## config.mk

```make
export PLATFORM = sky130hd
export DESIGN_NAME = semaforo_scheduler
export DESIGN_NICKNAME = d
export VERILOG_FILES = /design/src/rtl/semaforo_scheduler.sv
export SDC_FILE = /design/constraint.sdc
export NUM_CORES = 1
export LEC_CHECK = 0
export ABC_AREA = 1
export CAP_MARGIN = 0
export CORE_MARGIN = 2
export CORE_UTILIZATION = 53
export DETAILED_ROUTE_END_ITERATION = 6
export PLACE_DENSITY = 0.81
export REMOVE_ABC_BUFFERS = 1
export SLEW_MARGIN = 20
export SYNTH_ARGS = -nofsm -noshare
export SYNTH_HDL_FRONTEND = slang
export SYNTH_SLANG_ARGS = --single-unit
```

## constraint.sdc

```tcl
create_clock -name clk -period 2.1 [get_ports clk]
set_input_delay 0.315 -clock clk [delete_from_list [all_inputs] [get_ports clk]]
set_output_delay 0.315 -clock clk [all_outputs]
set_load 0.01 [all_outputs]
```

## src/rtl/semaforo_scheduler.sv

```systemverilog
// Phase scheduler for a two-road intersection with pedestrian crossings.
// Sequences green/yellow/all-red phases from synchronized car sensors and
// latched pedestrian requests, paced by a prescaled timer tick. A walk phase
// is inserted after an all-red clearance whenever a pedestrian request is
// pending. Lamp lines, walk lamps, a countdown digit and a debug phase code
// are Moore-decoded from the registered state.
module semaforo_scheduler #(
    parameter int TICK_DIV    = 50_000_000,
    parameter int T_MIN_GREEN = 5,
    parameter int T_MAX_GREEN = 15,
    parameter int T_YELLOW    = 3,
    parameter int T_ALLRED    = 1,
    parameter int T_WALK      = 9
) (
    input  logic       clk,
    input  logic       rst_n,
    input  logic       enable_i,
    input  logic       sensor_a_i,
    input  logic       sensor_b_i,
    input  logic       paso_a_i,
    input  logic       paso_b_i,
    output logic       va_o,
    output logic       aa_o,
    output logic       ra_o,
    output logic       vb_o,
    output logic       ab_o,
    output logic       rb_o,
    output logic       walk_a_o,
    output logic       walk_b_o,
    output logic [3:0] numero_o,
    output logic [2:0] phase_o
);

    localparam int PW = $clog2(TICK_DIV);
    localparam logic [PW-1:0] PRESC_LAST = PW'(TICK_DIV - 1);
    localparam logic [3:0]    TMAXG      = 4'(T_MAX_GREEN);
    localparam logic [4:0]    TMING5     = 5'(T_MIN_GREEN);
    localparam logic [4:0]    TMAXG5     = 5'(T_MAX_GREEN);

    typedef enum logic [2:0] {
        GREEN_A  = 3'd0,
        YELLOW_A = 3'd1,
        ALLRED_A = 3'd2,
        GREEN_B  = 3'd3,
        YELLOW_B = 3'd4,
        ALLRED_B = 3'd5,
        WALK     = 3'd6
    } state_t;

    state_t        state_q, state_d;
    logic [3:0]    e_q, e_d;
    logic [3:0]    tmr_q, tmr_d;
    logic [PW-1:0] presc_q;
    logic [3:0]    meta_q, sync_q;
    logic          ped_a_q, ped_b_q;
    logic          served_a_q, served_b_q;
    logic          next_b_q;

    logic          tick;
    logic          state_change;
    logic          enter_walk;
    logic          sens_a, sens_b, paso_a, paso_b;
    logic [4:0]    e_plus;
    logic          min_ok, max_ok, ped_any;
    logic          exit_a, exit_b;

    assign sens_a = sync_q[0];
    assign sens_b = sync_q[1];
    assign paso_a = sync_q[2];
    assign paso_b = sync_q[3];

    assign tick         = enable_i && (presc_q == PRESC_LAST);
    assign state_change = (state_d != state_q);
    assign enter_walk   = (state_d == WALK) && (state_q != WALK);

    // Green exit decision: e+1 is the elapsed count including the current tick.
    assign e_plus  = {1'b0, e_q} + 5'd1;
    assign min_ok  = (e_plus >= TMING5);
    assign max_ok  = (e_plus >= TMAXG5);
    assign ped_any = ped_a_q | ped_b_q;
    assign exit_a  = min_ok && (sens_b | ped_any) && (!sens_a || max_ok);
    assign exit_b  = min_ok && (sens_a | ped_any) && (!sens_b || max_ok);

    // Two-flop synchronizers for the asynchronous sensor and request inputs.
    always_ff @(posedge clk or negedge rst_n) begin
        if (!rst_n) begin
            meta_q <= 4'b0;
            sync_q <= 4'b0;
        end else begin
            meta_q <= {paso_b_i, paso_a_i, sensor_b_i, sensor_a_i};
            sync_q <= meta_q;
        end
    end

    // Next-state, elapsed-green and phase-timer logic; advances only on tick.
    always_comb begin
        state_d = state_q;
        e_d     = e_q;
        tmr_d   = tmr_q;
        case (state_q)
            GREEN_A: begin
                if (tick) begin
                    if (exit_a)             state_d = YELLOW_A;
                    else if (e_q < TMAXG)   e_d = e_q + 4'd1;
                end
            end
            GREEN_B: begin
                if (tick) begin
                    if (exit_b)             state_d = YELLOW_B;
                    else if (e_q < TMAXG)   e_d = e_q + 4'd1;
                end
            end
            YELLOW_A, YELLOW_B, ALLRED_A, ALLRED_B, WALK: begin
                if (tick) begin
                    if (tmr_q == 4'd1) begin
                        case (state_q)
                            YELLOW_A: state_d = ALLRED_A;
                            YELLOW_B: state_d = ALLRED_B;
                            ALLRED_A: state_d = ped_any ? WALK : GREEN_B;
                            ALLRED_B: state_d = ped_any ? WALK : GREEN_A;
                            default:  state_d = next_b_q ? GREEN_B : GREEN_A;
                        endcase
                    end else begin
                        tmr_d = tmr_q - 4'd1;
                    end
                end
            end
            default: state_d = GREEN_A;
        endcase
        // Every phase entry restarts the elapsed count and loads its duration.
        if (state_d != state_q) begin
            e_d = 4'd0;
            case (state_d)
                YELLOW_A, YELLOW_B: tmr_d = 4'(T_YELLOW);
                ALLRED_A, ALLRED_B: tmr_d = 4'(T_ALLRED);
                WALK:               tmr_d = 4'(T_WALK);
                default:            tmr_d = 4'd0;
            endcase
        end
    end

    // State, timers and prescaler; the prescaler restarts on every phase change.
    always_ff @(posedge clk or negedge rst_n) begin
        if (!rst_n) begin
            state_q <= GREEN_A;
            e_q     <= 4'd0;
            tmr_q   <= 4'd0;
            presc_q <= '0;
        end else begin
            state_q <= state_d;
            e_q     <= e_d;
            tmr_q   <= tmr_d;
            if (state_change)
                presc_q <= '0;
            else if (enable_i)
                presc_q <= (presc_q == PRESC_LAST) ? '0 : presc_q + 1'b1;
        end
    end

    // Pedestrian request latches, walk-lamp captures and road-order memory.
    always_ff @(posedge clk or negedge rst_n) begin
        if (!rst_n) begin
            ped_a_q    <= 1'b0;
            ped_b_q    <= 1'b0;
            served_a_q <= 1'b0;
            served_b_q <= 1'b0;
            next_b_q   <= 1'b0;
        end else begin
            // Clearing on walk entry wins over a request seen in the same cycle.
            if (enter_walk)  ped_a_q <= 1'b0;
            else if (paso_a) ped_a_q <= 1'b1;
            if (enter_walk)  ped_b_q <= 1'b0;
            else if (paso_b) ped_b_q <= 1'b1;
            if (enter_walk) begin
                served_a_q <= ped_a_q;
                served_b_q <= ped_b_q;
            end
            if (state_q == ALLRED_A)      next_b_q <= 1'b1;
            else if (state_q == ALLRED_B) next_b_q <= 1'b0;
        end
    end

    // Moore decode of lamps, walk lamps and the countdown digit.
    always_comb begin
        va_o     = 1'b0;
        aa_o     = 1'b0;
        ra_o     = 1'b1;
        vb_o     = 1'b0;
        ab_o     = 1'b0;
        rb_o     = 1'b1;
        walk_a_o = 1'b0;
        walk_b_o = 1'b0;
        numero_o = tmr_q;
        case (state_q)
            GREEN_A: begin
                va_o     = 1'b1;
                ra_o     = 1'b0;
                numero_o = TMAXG - e_q;
            end
            YELLOW_A: begin
                aa_o = 1'b1;
                ra_o = 1'b0;
            end
            GREEN_B: begin
                vb_o     = 1'b1;
                rb_o     = 1'b0;
                numero_o = TMAXG - e_q;
            end
            YELLOW_B: begin
                ab_o = 1'b1;
                rb_o = 1'b0;
            end
            WALK: begin
                walk_a_o = served_a_q;
                walk_b_o = served_b_q;
            end
            default: ;
        endcase
    end

    assign phase_o = state_q;

endmodule
```

After elaboration in Yosys (flattened, before gate mapping). Index checks and enable logic that the tools add are counted. Widths: inputs -> output; s select.

Add/sub/neg operators: 5. Magnitude comparators: 3. Equality and inequality tests: 20. Multiplexer cells: 41. Bitwise logic cells: 3. Reductions and logical operators: 26.

Operators by type and width (number): $mux 26 (3); $mux 4 (11); $add 26x1->26 const B (1); $eq 26x26->1 const B (1); $mux 3 (8); $eq 3x3->1 const B (6); $ne 3x3->1 const B (5); $mux 1 (14); $pmux 3 s4 (1); $pmux 4 s3 (1); $reduce_bool 2->1 (6); $reduce_or 2->1 (5); $eq 3x2->1 const B (3); $pmux 3 s3 (1); $pmux 4 s2 (1); $eq 3x1->1 const B (2); $logic_and 1x1->1 (6); $add 4x1->5 const B (1); $ge 5x3->1 const B (1); $ge 5x4->1 const B (1); $reduce_and 5->1 (1); $reduce_or 5->1 (1); $add 4x1->4 const B (1); $eq 4x1->1 const B (1); 12 further kinds (16).

Bits in registers: 50. Input port bits: 7. Output and inout port bits: 15. Word-level logic and storage cells: 109.

Logic depth before layout (Yosys ltp).
Depth in word-level cells: 11. Mapped depth: 20. Mapped depth without buffers: 19.

Least setup slack after synthesis. No wires, ideal clock.

Path type: register to register. Start point: register e_q[0]. End point: register presc_q[17]. Setup time: 0.068 ns. Arrival: 2.111 ns. Data required time: 2.032 ns. Path slack: -0.079 ns. Cell stages (with the launch flop): 15. Path buffers: 1. Clock period less this slack: 2.179 ns. Cells stage by stage: dfrtp_1 -> inv_1 -> ha_1 -> nor3_1 -> nor2_1 -> nor2_1 -> nor2_1 -> nand3_1 -> nand2_2 -> nand3_1 -> nand2_4 -> nor2_8 -> nand3_4 -> buf_12 -> nor2_4.

Longest elaborated chain between the ends: 9. Elaborated cells on any way between the ends: 17. Those cells by class: add/sub (1); order compare (2); eq/ne (1); mux (6); reduce/logical (7).

RTL lines: start, declared (line 51) `logic [3:0] e_q, e_d;`; start signal, assigned (line 146) `e_q <= 4'd0;`; start signal, assigned (line 151) `e_q <= e_d;`; $add 4x1->5 (*) (line 77) `assign e_plus = {1'b0, e_q} + 5'd1;`; $ge 5x3->1 or $ge 5x4->1 (tied branches) (line 78, 79); $logic_and 1x1->1, or another cell as far along (line 82) `assign exit_b = min_ok && (sens_a | ped_any) && (!sens_b || max_ok);`; $logic_and 1x1->1, on equally long branches (line 82, 81); $mux 3, on equally long branches (line 109, 103); $mux 3, on equally long branches (line 108, 102); $pmux 3 s3 (*) (line 100) `case (state_q)`; $ne 3x3->1 (*) (line 73) `assign state_change = (state_d != state_q);`; $mux 26 or $reduce_bool 2->1 (tied branches); end signal, assigned (line 156) `presc_q <= (presc_q == PRESC_LAST) ? '0 : presc_q + 1'b1;`; end, declared (line 53) `logic [PW-1:0] presc_q;`.

Every way passes the cells marked *; elsewhere a longest branch is shown, timed or not. A chain may end at the register's enable or synchronous reset.

Final worst setup path.
Start point: register presc_q[0]. End point: register presc_q[13].

Longest elaborated chain between the ends: 6. Elaborated cells on any way between the ends: 12. Those cells by class: add/sub (1); eq/ne (2); mux (7); reduce/logical (2).

RTL lines: branches (longest 6 deep; another with $add 26x1->26).

Several ways; the timed one is not identified. The select of a mux whose other input is x is not followed.

==> impl_metrics.tcl <==
set metrics [dict create \
    routed_via_density 6.25 \
    period_minus_slack_ns 2.66 \
    fin_nets 558 \
    relSlewSlack 0.614 \
    finalSetupViolCount 44 \
    placed_cell_area_mm2 0.00398 \
    power_density_mw_per_mm2 493 \
    yosys.area.top_type "dfrtp_1" \
    chipHeight_um 81.8 \
    violations "negative setup slack" \
    arrival_ns 2.92 \
    utilization 0.844 \
    finalSetupTns_ns -15.54 \
    antenna_left 0 \
    synth_area_mm2 0.00320 \
    fin_area_mm2 0.00497 \
    critPathRequiredTime_ns 2.35 \
    crit_chain "ha_2 > nand2_2 > inv_2 > nand2_1 > nor2_1 > nand2_1 > nor3_1 > nand4_1 > nand3_2 > nand2_2 > nor2_8 > nand3_4 > clkbuf_16 > nor2_4" \
    drc 0 \
    power.total_uw 2450 \
    coreArea_mm2 0.00589 \
    fin_crit_sh 1.27 \
    reg2reg_depth 14 \
    vdd_ir_drop_max_uv 425 \
    async_flop_share 1.00 \
    cp_max_fo 6 \
    grt_use_total 0.319 \
    p_leak_uw 0.00239 \
    outcome "complete, but fails checks" \
    crit_path_top_delay_cell "nor3_1" \
    max_freq_mhz 376 \
    rsz0062_at_grt "true" \
    cts_sinks 50 \
    n_fill_cell 277 \
    critPathLaunchType "flop" \
    hold-worst-slack_ns 0.355 \
    diodes 0 \
    grt_use_met1 0.382 \
    gr-usage-met3 0.0681 \
    hold_path_class "reg2reg" \
    cts_root_buffer "clkbuf_8" \
    yosys_register_bits 50 \
    start_util 0.544 \
    path_clk_slew_ns 0.11 \
    num_vias 3880 \
    worst_slack_ns -0.562 \
    globalRoute.totalOverflow 0 \
    endpoint_kind "flop" \
    use_met2 0.537 \
    cpLargestDelayFamily "simple AND/OR/NAND/NOR gates" \
    die_w_um 81.8 \
    cp_num_buf_inv 2 \
    synth_cells 416 \
    worstHoldPathCells 0 \
    first_iter_violations 513 \
    grt_max_degree 28 \
    row_count 28 \
    synth_top_area_share 0.390 \
    ys_seq_area_frac 0.390 \
    drv_slew 0 \
    grt_pass1_vias 3448 \
    cts_buffers 5 \
    hpwl_um 5650 \
    avgRoutedWirePerCell_um 20.6 \
    routed_wl_um 12800 \
    cts_tree "done" \
    synth-edff-count 0 \
    worst-path-stages 14 \
    die_area_mm2 0.00668 \
    area_growth_pct 55.1 \
    yosys_warnings 0 \
    top_usage_layer "met2" \
    io_pins 22 \
    maxCapViolations 0 \
    synth_commonest_cells "nand2_1, nor2_1, inv_1" \
    yosysMostFrequentCell "nand2_1" \
    antenna_found_initial 0 \
    htree_levels 2 \
    dr.pass1.iters 6 \
    hold_viol 0 \
    worstSetupPathType "reg2reg" \
    ys_dominant_reg_cell "dfrtp_1" \
    ys_types 36 \
    synth_area_leaders "dfrtp_1, nand2_1, nor2_1" \
    gp_congestion 0.896 \
    portBuffers 21 \
    fin_skew_ns 0.0210 \
    max_slew.worst_pin.slew_ns 0.578 \
    grt_pass1_wl_um 16100 \
    avgSynthCellArea_um2 7.70 \
    clockBufferDepth 2 \
    drive_above_1_share 0.441 \
    slowest_delay_ns 0.42 \
    clk_latency_ns 0.33 \
]
## worst reg2reg max path: cells and delay by family, from the launching register on
| family | cells | cell delay [ns] |
|---|---|---|
| simple gates | 11 | 1.68 |
| flops | 1 | 0.39 |
| buf+inv | 2 | 0.32 |
| fa+ha+maj | 1 | 0.19 |
## cell type report
type                    instances  area (um2)  share of cell area
repair buffers                123        1090               0.219
multi-input cells             301        2140               0.431
clock inverters                 2        60.1              0.0121
flip-flops and latches         50        1250               0.253
well taps                      75        93.8              0.0189
inverters                      64         253              0.0509
clock buffers                   6        82.6              0.0166
## sequential cells by signal, summed over array words and instances (netlist names)
name / flops
served_b_q: 1
sync_q: 4
ped_a_q: 1
meta_q: 4
presc_q: 26
e_q: 4
tmr_q: 4
served_a_q: 1
phase_o: 3
next_b_q: 1
ped_b_q: 1
## what timing repair did
action,in CTS,in global routing
hold buffers,1,0
cloned,3,2
gates resized for setup,94,54
endpoints found under the hold margin,5,0
setup buffers,22,11
pin swaps,26,20
setup endpoints to repair,46,47
## layout by cell type, fill, tap and decap left out, types with 2 or more instances in the layout
cell type | netlist | final
buf_4 | 0 | 81
nand2_1 | 86 | 67
inv_1 | 55 | 49
dfrtp_1 | 50 | 47
nor2_1 | 62 | 38
nand3_1 | 36 | 23
nor2_4 | 11 | 22
nand2_2 | 5 | 17
nor2_2 | 3 | 16
xor2_1 | 15 | 15
buf_6 | 1 | 14
o21ai_0 | 15 | 13
nand3_2 | 5 | 12
clkdlybuf4s50_1 | 0 | 12
inv_2 | 7 | 11
nand3_4 | 2 | 11
nand4_1 | 11 | 11
nand2_4 | 5 | 10
a21oi_2 | 1 | 7
clkbuf_8 | 0 | 6
nor3_1 | 6 | 5
xnor2_1 | 4 | 4
buf_12 | 1 | 4
o21ai_1 | 4 | 3
nor3_2 | 3 | 3
o21ai_2 | 0 | 3
ha_1 | 6 | 3
buf_2 | 2 | 3
dfrtp_2 | 0 | 3
dlymetal6s2s_1 | 0 | 3
inv_4 | 1 | 2
nor2_8 | 2 | 2
nand2_8 | 0 | 2
a21oi_1 | 8 | 2
ha_4 | 0 | 2
bufinv_16 | 0 | 2
dlygate4sd2_1 | 0 | 2
## where the power goes
group / total (uW) / switching, uW / internal [uW]
clock network: 876 / 368 / 509
registers: 1090 / 57.7 / 1030
logic: 482 / 256 / 226
## per-stage QoR
stage	worst slack [ns]	instances
detailed placement	-0.420	574
floorplan	-0.210	412
finish	-0.562	621
CTS	-0.134	608
global route	-0.606	621
global placement	-0.328	574
## cells by family (layout without fill, tap and decap cells)
group | after synthesis | after routing | share of synthesized area
flops | 50 | 50 | 0.390
fa+ha+maj | 6 | 6 | 0.0234
simple gates | 241 | 244 | 0.391
xor+xnor | 19 | 19 | 0.0519
compound gates | 32 | 32 | 0.0543
buf+inv | 68 | 195 | 0.0886
## metal layers
| metal | wire length, um | share of wire |
|---|---|---|
| met5 | 0 | 0 |
| met4 | 1020 | 0.080 |
| met3 | 1370 | 0.11 |
| met2 | 5970 | 0.47 |
| met1 | 4450 | 0.35 |
## path summary, 6_finish.rpt
path | end | slack [ns] | startpoint
min in group asynchronous | next_b_q$_DFFE_PN0N_ | 0.51 | rst_n
min | sync_q[0]$_DFF_PN0_ | 0.35 | meta_q[0]$_DFF_PN0_
max | presc_q[13]$_DFFE_PN0P_ | -0.56 | presc_q[0]$_DFFE_PN0P_
max reg2reg | presc_q[13]$_DFFE_PN0P_ | -0.56 | presc_q[0]$_DFFE_PN0P_
min reg2reg | sync_q[0]$_DFF_PN0_ | 0.35 | meta_q[0]$_DFF_PN0_
max in group asynchronous | presc_q[10]$_DFFE_PN0P_ | 1.01 | rst_n
Note: power is estimated with default switching activity, not from simulation.
